### config.mk
export PLATFORM = sky130hd
export DESIGN_NAME = serial_word_comparator
export DESIGN_NICKNAME = d
export VERILOG_FILES = /design/src/rtl/serial_word_comparator_pkg.sv /design/src/rtl/serial_word_comparator_cmp2.sv /design/src/rtl/serial_word_comparator.sv
export SDC_FILE = /design/constraint.sdc
export NUM_CORES = 1
export LEC_CHECK = 0
export CAP_MARGIN = 15
export CORE_MARGIN = 3
export CORE_UTILIZATION = 48
export DETAILED_ROUTE_END_ITERATION = 12
export PLACE_DENSITY_LB_ADDON = 0.15
export REMOVE_ABC_BUFFERS = 1
export SYNTH_ARGS = -nofsm -noshare
export SYNTH_HDL_FRONTEND = slang
export SYNTH_SLANG_ARGS = --single-unit
export TNS_END_PERCENT = 20
### constraint.sdc
create_clock -name clk -period 2.7 [get_ports clk]
set_input_delay 0.54 -clock clk [delete_from_list [all_inputs] [get_ports clk]]
set_output_delay 0.54 -clock clk [all_outputs]
set_load 0.01 [all_outputs]
### src/rtl/serial_word_comparator_pkg.sv
// Shared types and sizing helpers for the serial word comparator.
package serial_word_comparator_pkg;

    typedef enum logic [1:0] {
        IDLE = 2'd0,
        RUN  = 2'd1,
        DONE = 2'd2
    } state_t;

    function automatic int digits_of(input int width);
        return width / 2;
    endfunction

    // Counter must hold DIGITS-1; keep at least one bit for the single-digit case.
    function automatic int cnt_width(input int digits);
        return (digits > 1) ? $clog2(digits) : 1;
    endfunction

endpackage

### src/rtl/serial_word_comparator_cmp2.sv
// Existing 2-bit magnitude compare stage: one-hot GT/LT/EQ for a single digit.
module comparator_2bit (
    input  logic [1:0] a,
    input  logic [1:0] b,
    output logic       gt,
    output logic       lt,
    output logic       eq
);

    assign gt = (a > b);
    assign lt = (a < b);
    assign eq = (a == b);

endmodule

### src/rtl/serial_word_comparator.sv
// Multi-cycle unsigned magnitude comparator: walks 2-bit digits MSB first and exits at the first difference.
module serial_word_comparator
    import serial_word_comparator_pkg::*;
#(
    parameter int WIDTH = 8
) (
    input  logic             clk,
    input  logic             rst_n,
    input  logic             in_valid,
    output logic             in_ready,
    input  logic [WIDTH-1:0] a,
    input  logic [WIDTH-1:0] b,
    output logic             out_valid,
    input  logic             out_ready,
    output logic             gt,
    output logic             lt,
    output logic             eq,
    output logic             busy
);

    localparam int DIGITS = digits_of(WIDTH);
    localparam int CNT_W  = cnt_width(DIGITS);
    localparam logic [CNT_W-1:0] CNT_INIT = CNT_W'(DIGITS - 1);

    generate
        if ((WIDTH < 2) || ((WIDTH % 2) != 0)) begin : g_width_check
            $error("serial_word_comparator: WIDTH must be even and >= 2");
        end
    endgenerate

    state_t           state, state_d;
    logic [WIDTH-1:0] sa, sa_d;
    logic [WIDTH-1:0] sb, sb_d;
    logic [CNT_W-1:0] cnt, cnt_d;
    logic             gt_d, lt_d, eq_d;
    logic             dig_gt, dig_lt, dig_eq;

    comparator_2bit u_cmp (
        .a  (sa[WIDTH-1:WIDTH-2]),
        .b  (sb[WIDTH-1:WIDTH-2]),
        .gt (dig_gt),
        .lt (dig_lt),
        .eq (dig_eq)
    );

    assign in_ready  = (state == IDLE);
    assign busy      = (state == RUN);
    assign out_valid = (state == DONE);

    always_ff @(posedge clk or negedge rst_n) begin
        if (!rst_n) begin
            state <= IDLE;
            sa    <= '0;
            sb    <= '0;
            cnt   <= '0;
            gt    <= 1'b0;
            lt    <= 1'b0;
            eq    <= 1'b0;
        end else begin
            state <= state_d;
            sa    <= sa_d;
            sb    <= sb_d;
            cnt   <= cnt_d;
            gt    <= gt_d;
            lt    <= lt_d;
            eq    <= eq_d;
        end
    end

    always_comb begin
        state_d = state;
        sa_d    = sa;
        sb_d    = sb;
        cnt_d   = cnt;
        gt_d    = gt;
        lt_d    = lt;
        eq_d    = eq;
        case (state)
            IDLE: begin
                if (in_valid) begin
                    sa_d    = a;
                    sb_d    = b;
                    cnt_d   = CNT_INIT;
                    gt_d    = 1'b0;
                    lt_d    = 1'b0;
                    eq_d    = 1'b0;
                    state_d = RUN;
                end
            end
            RUN: begin
                // dig_eq is implied by neither GT nor LT; the digit decision only needs those two.
                if (dig_gt || dig_lt) begin
                    gt_d    = dig_gt;
                    lt_d    = dig_lt;
                    state_d = DONE;
                end else if (cnt == '0) begin
                    eq_d    = dig_eq;
                    state_d = DONE;
                end else begin
                    sa_d  = sa << 2;
                    sb_d  = sb << 2;
                    cnt_d = cnt - 1'b1;
                end
            end
            DONE: begin
                if (out_ready) begin
                    state_d = IDLE;
                end
            end
            default: state_d = IDLE;
        endcase
    end

endmodule

==> results.txt <==
Static Leak: 0.616 nW
ys async rst share: 100%
post-route setup slack: 491 ps
final setup vio count: 0
CTS buffer count: 3
Setup WS pre-CTS: 513 ps
Sw Share: 38.2%
Netlist Area Pre-Place: 0.00112 mm²
DRT Wirelength: 2350 µm
Initial Utilization: 53.9%
Pint: 0.900 mW
Initial DRC Count: 20
most common cell after layout, fill and taps aside: clkdlybuf4s50_1
Worst setup SP type: flop
area grow syn2layout: 27.6%
Finished Layout Cells: 154
top cell family by delay on the critical path: buffers and inverters
Mapped Cells: 100
post-DP HPWL: 1750 µm
multiplexer share of the synthesized area: 1.90%
Buf/Inv on CP: 2
status: completed
Max-slew headroom: 62.5%
Max-cap violations: 0
WS Path Type: reg2out
Overflow after GRT: 0
final hold vios: 0
Worst setup EP type: output pin
hold depth: 1
Die Ht: 54.4 µm
cell count of the worst reg-to-reg path: 5
# resized after CTS: 0
Final Slew Violations: 0
Clock Latency Late Sink: 320 ps
Compound-Gate Fraction of Synth Area: 20.6%
cts hold-fix bufs: 0
Worst Hold Class: reg2reg
drt drc: 0
via count: 855
first-pass GRT wire length: 3800 µm
synth warn: 0
# diodes: 0
total negative slack: 0 ps
num rows: 16
CP peak stage delay: 530 ps
Post-Synth Adder-Cell Area: 3.34%
DRT Pass-1 Iters: 4
Mean Syn Cell Area: 11.2 µm²
Placed Area: 0.00141 mm²
cells along the critical path: nand2b_2, inv_1, clkdlybuf4s50_1
pwr dens: 1020 mW/mm²
highest-delay cell along the critical path: clkdlybuf4s50_1
VDD IR max: 635 µV
final antenna-violating net count: 0
Post-CTS Setup Inserts: 0
post-synthesis cell type count: 32
Post-synth EDFFs: 0
Fillers: 160
CTS root buf: clkbuf_4
most frequent cells in the layout: clkdlybuf4s50_1, dfrtp_1, nand2b_1
Crit path depth: 3
Die ar.: 0.00295 mm²
clock group share of total power: 11.2%
hold_ws: 519 ps
top_reg_cell synth: dfrtp_1
fmax: 0.453 GHz
Max clock buf depth: 2
# placed instances: 150
GRT Util Overall: 18.4%
crit path DAT: 1670 ps
share of cells above drive strength 1: 12.6%
Avg Vias per Cell: 5.55
largest net degree at the start of global routing: 24
RSZ-0062 raised after global routing: no
top-level I/O count: 26
vias in the first global route: 843
Post-Synth XOR/XNOR Area: 0%
initial antenna violation count: 0
largest family of logic cells by synthesized area: compound AO/OA/AOI/OAI gates
critical path data required time: 2160 ps
Flop pwr share: 41.3%
fin area: 0.00143 mm²
Seq cells post-synth: 23
Final Skew: 8.31 ps
htree depth: 1
WL/cell: 15.3 µm
total power draw: 1.46 mW
Clock Sinks: 23
post-route core utilization: 68.8%
Crit Path Max Fanout: 7
# nets final: 151
CTS tree: built
Final period util: 81.8%
post-synthesis sequential area ratio: 51.3%
GP Congestion: 0.729
power share of the combinational group: 47.5%
CTS clock-pin slew for the worst setup and hold paths: 120 ps
chip width: 54.4 µm
Psw: 0.557 mW
Post-Synth Simple-Gate Area: 17.9%
Worst-Margin Slew: 558 ps
fin crit period: 2210 ps
Core ar.: 0.00208 mm²
number of port buffers: 25
## cell usage after synthesis (all sizes together), types with 2 or more instances
cell / count / share of area, %
buf: 3 / 1.9
inv: 7 / 2.3
nor2: 2 / 0.67
nand2b: 14 / 8.0
dfrtp: 23 / 51
o221a: 12 / 12
o21ai: 4 / 1.8
ha: 3 / 3.3
nand2: 11 / 3.7
clkbuf: 2 / 0.67
## sequential cells by signal, summed over array words and instances, names as in the netlist
register  cells
cnt           2
lt            1
sb            8
eq            1
gt            1
sa            8
state         2
## layer usage
layer  part of all wire (%)  wire length [µm]  vias to the layer above  GRT usage (%)
met2                     48              1140                       29           29.3
met5                      0                 0                        -              0
met4                    1.0                24                        0           6.64
met3                    5.6               132                        5           5.18
li1                       -                 -                      418              -
met1                     45              1060                      403           23.8
## cells by family after synthesis
family,Yosys count
AO/OA/AOI/OAI,24
buffers and inverters,12
AND/OR/NAND/NOR,36
multiplexers,2
adder cells (fa/ha/maj),3
flip-flops,23
## power by group through the flow
stage               Sequential [mW]  Clock (mW)  Combinational (mW)
floorplan                     0.577           0               0.468
global placement              0.598           0               0.662
detailed placement            0.609           0               0.695
CTS                           0.602       0.168               0.696
global route                  0.620       0.181               0.769
finish                        0.602       0.164               0.692
## cell type report
class / instances / area [µm²] / area share, %
multi-input cells: 65 / 497 / 34.7
clock inverters: 1 / 5.00 / 0.349
clock buffers: 3 / 22.5 / 1.57
repair buffers: 28 / 273 / 19.0
well taps: 27 / 33.8 / 2.36
inverters: 7 / 26.3 / 1.83
flip-flops and latches: 23 / 576 / 40.2
## final timing paths
check,start,slack [ps],endpoint
max in group asynchronous,rst_n,1920,sa[1]
worst max-delay path,state[1],490,busy
min in group asynchronous,rst_n,550,sb[5]
worst min register to register,eq,520,eq
worst max register to register,sb[7],510,sb[5]
worst min-delay path,eq,520,eq
(Power assumes the default switching activity.)
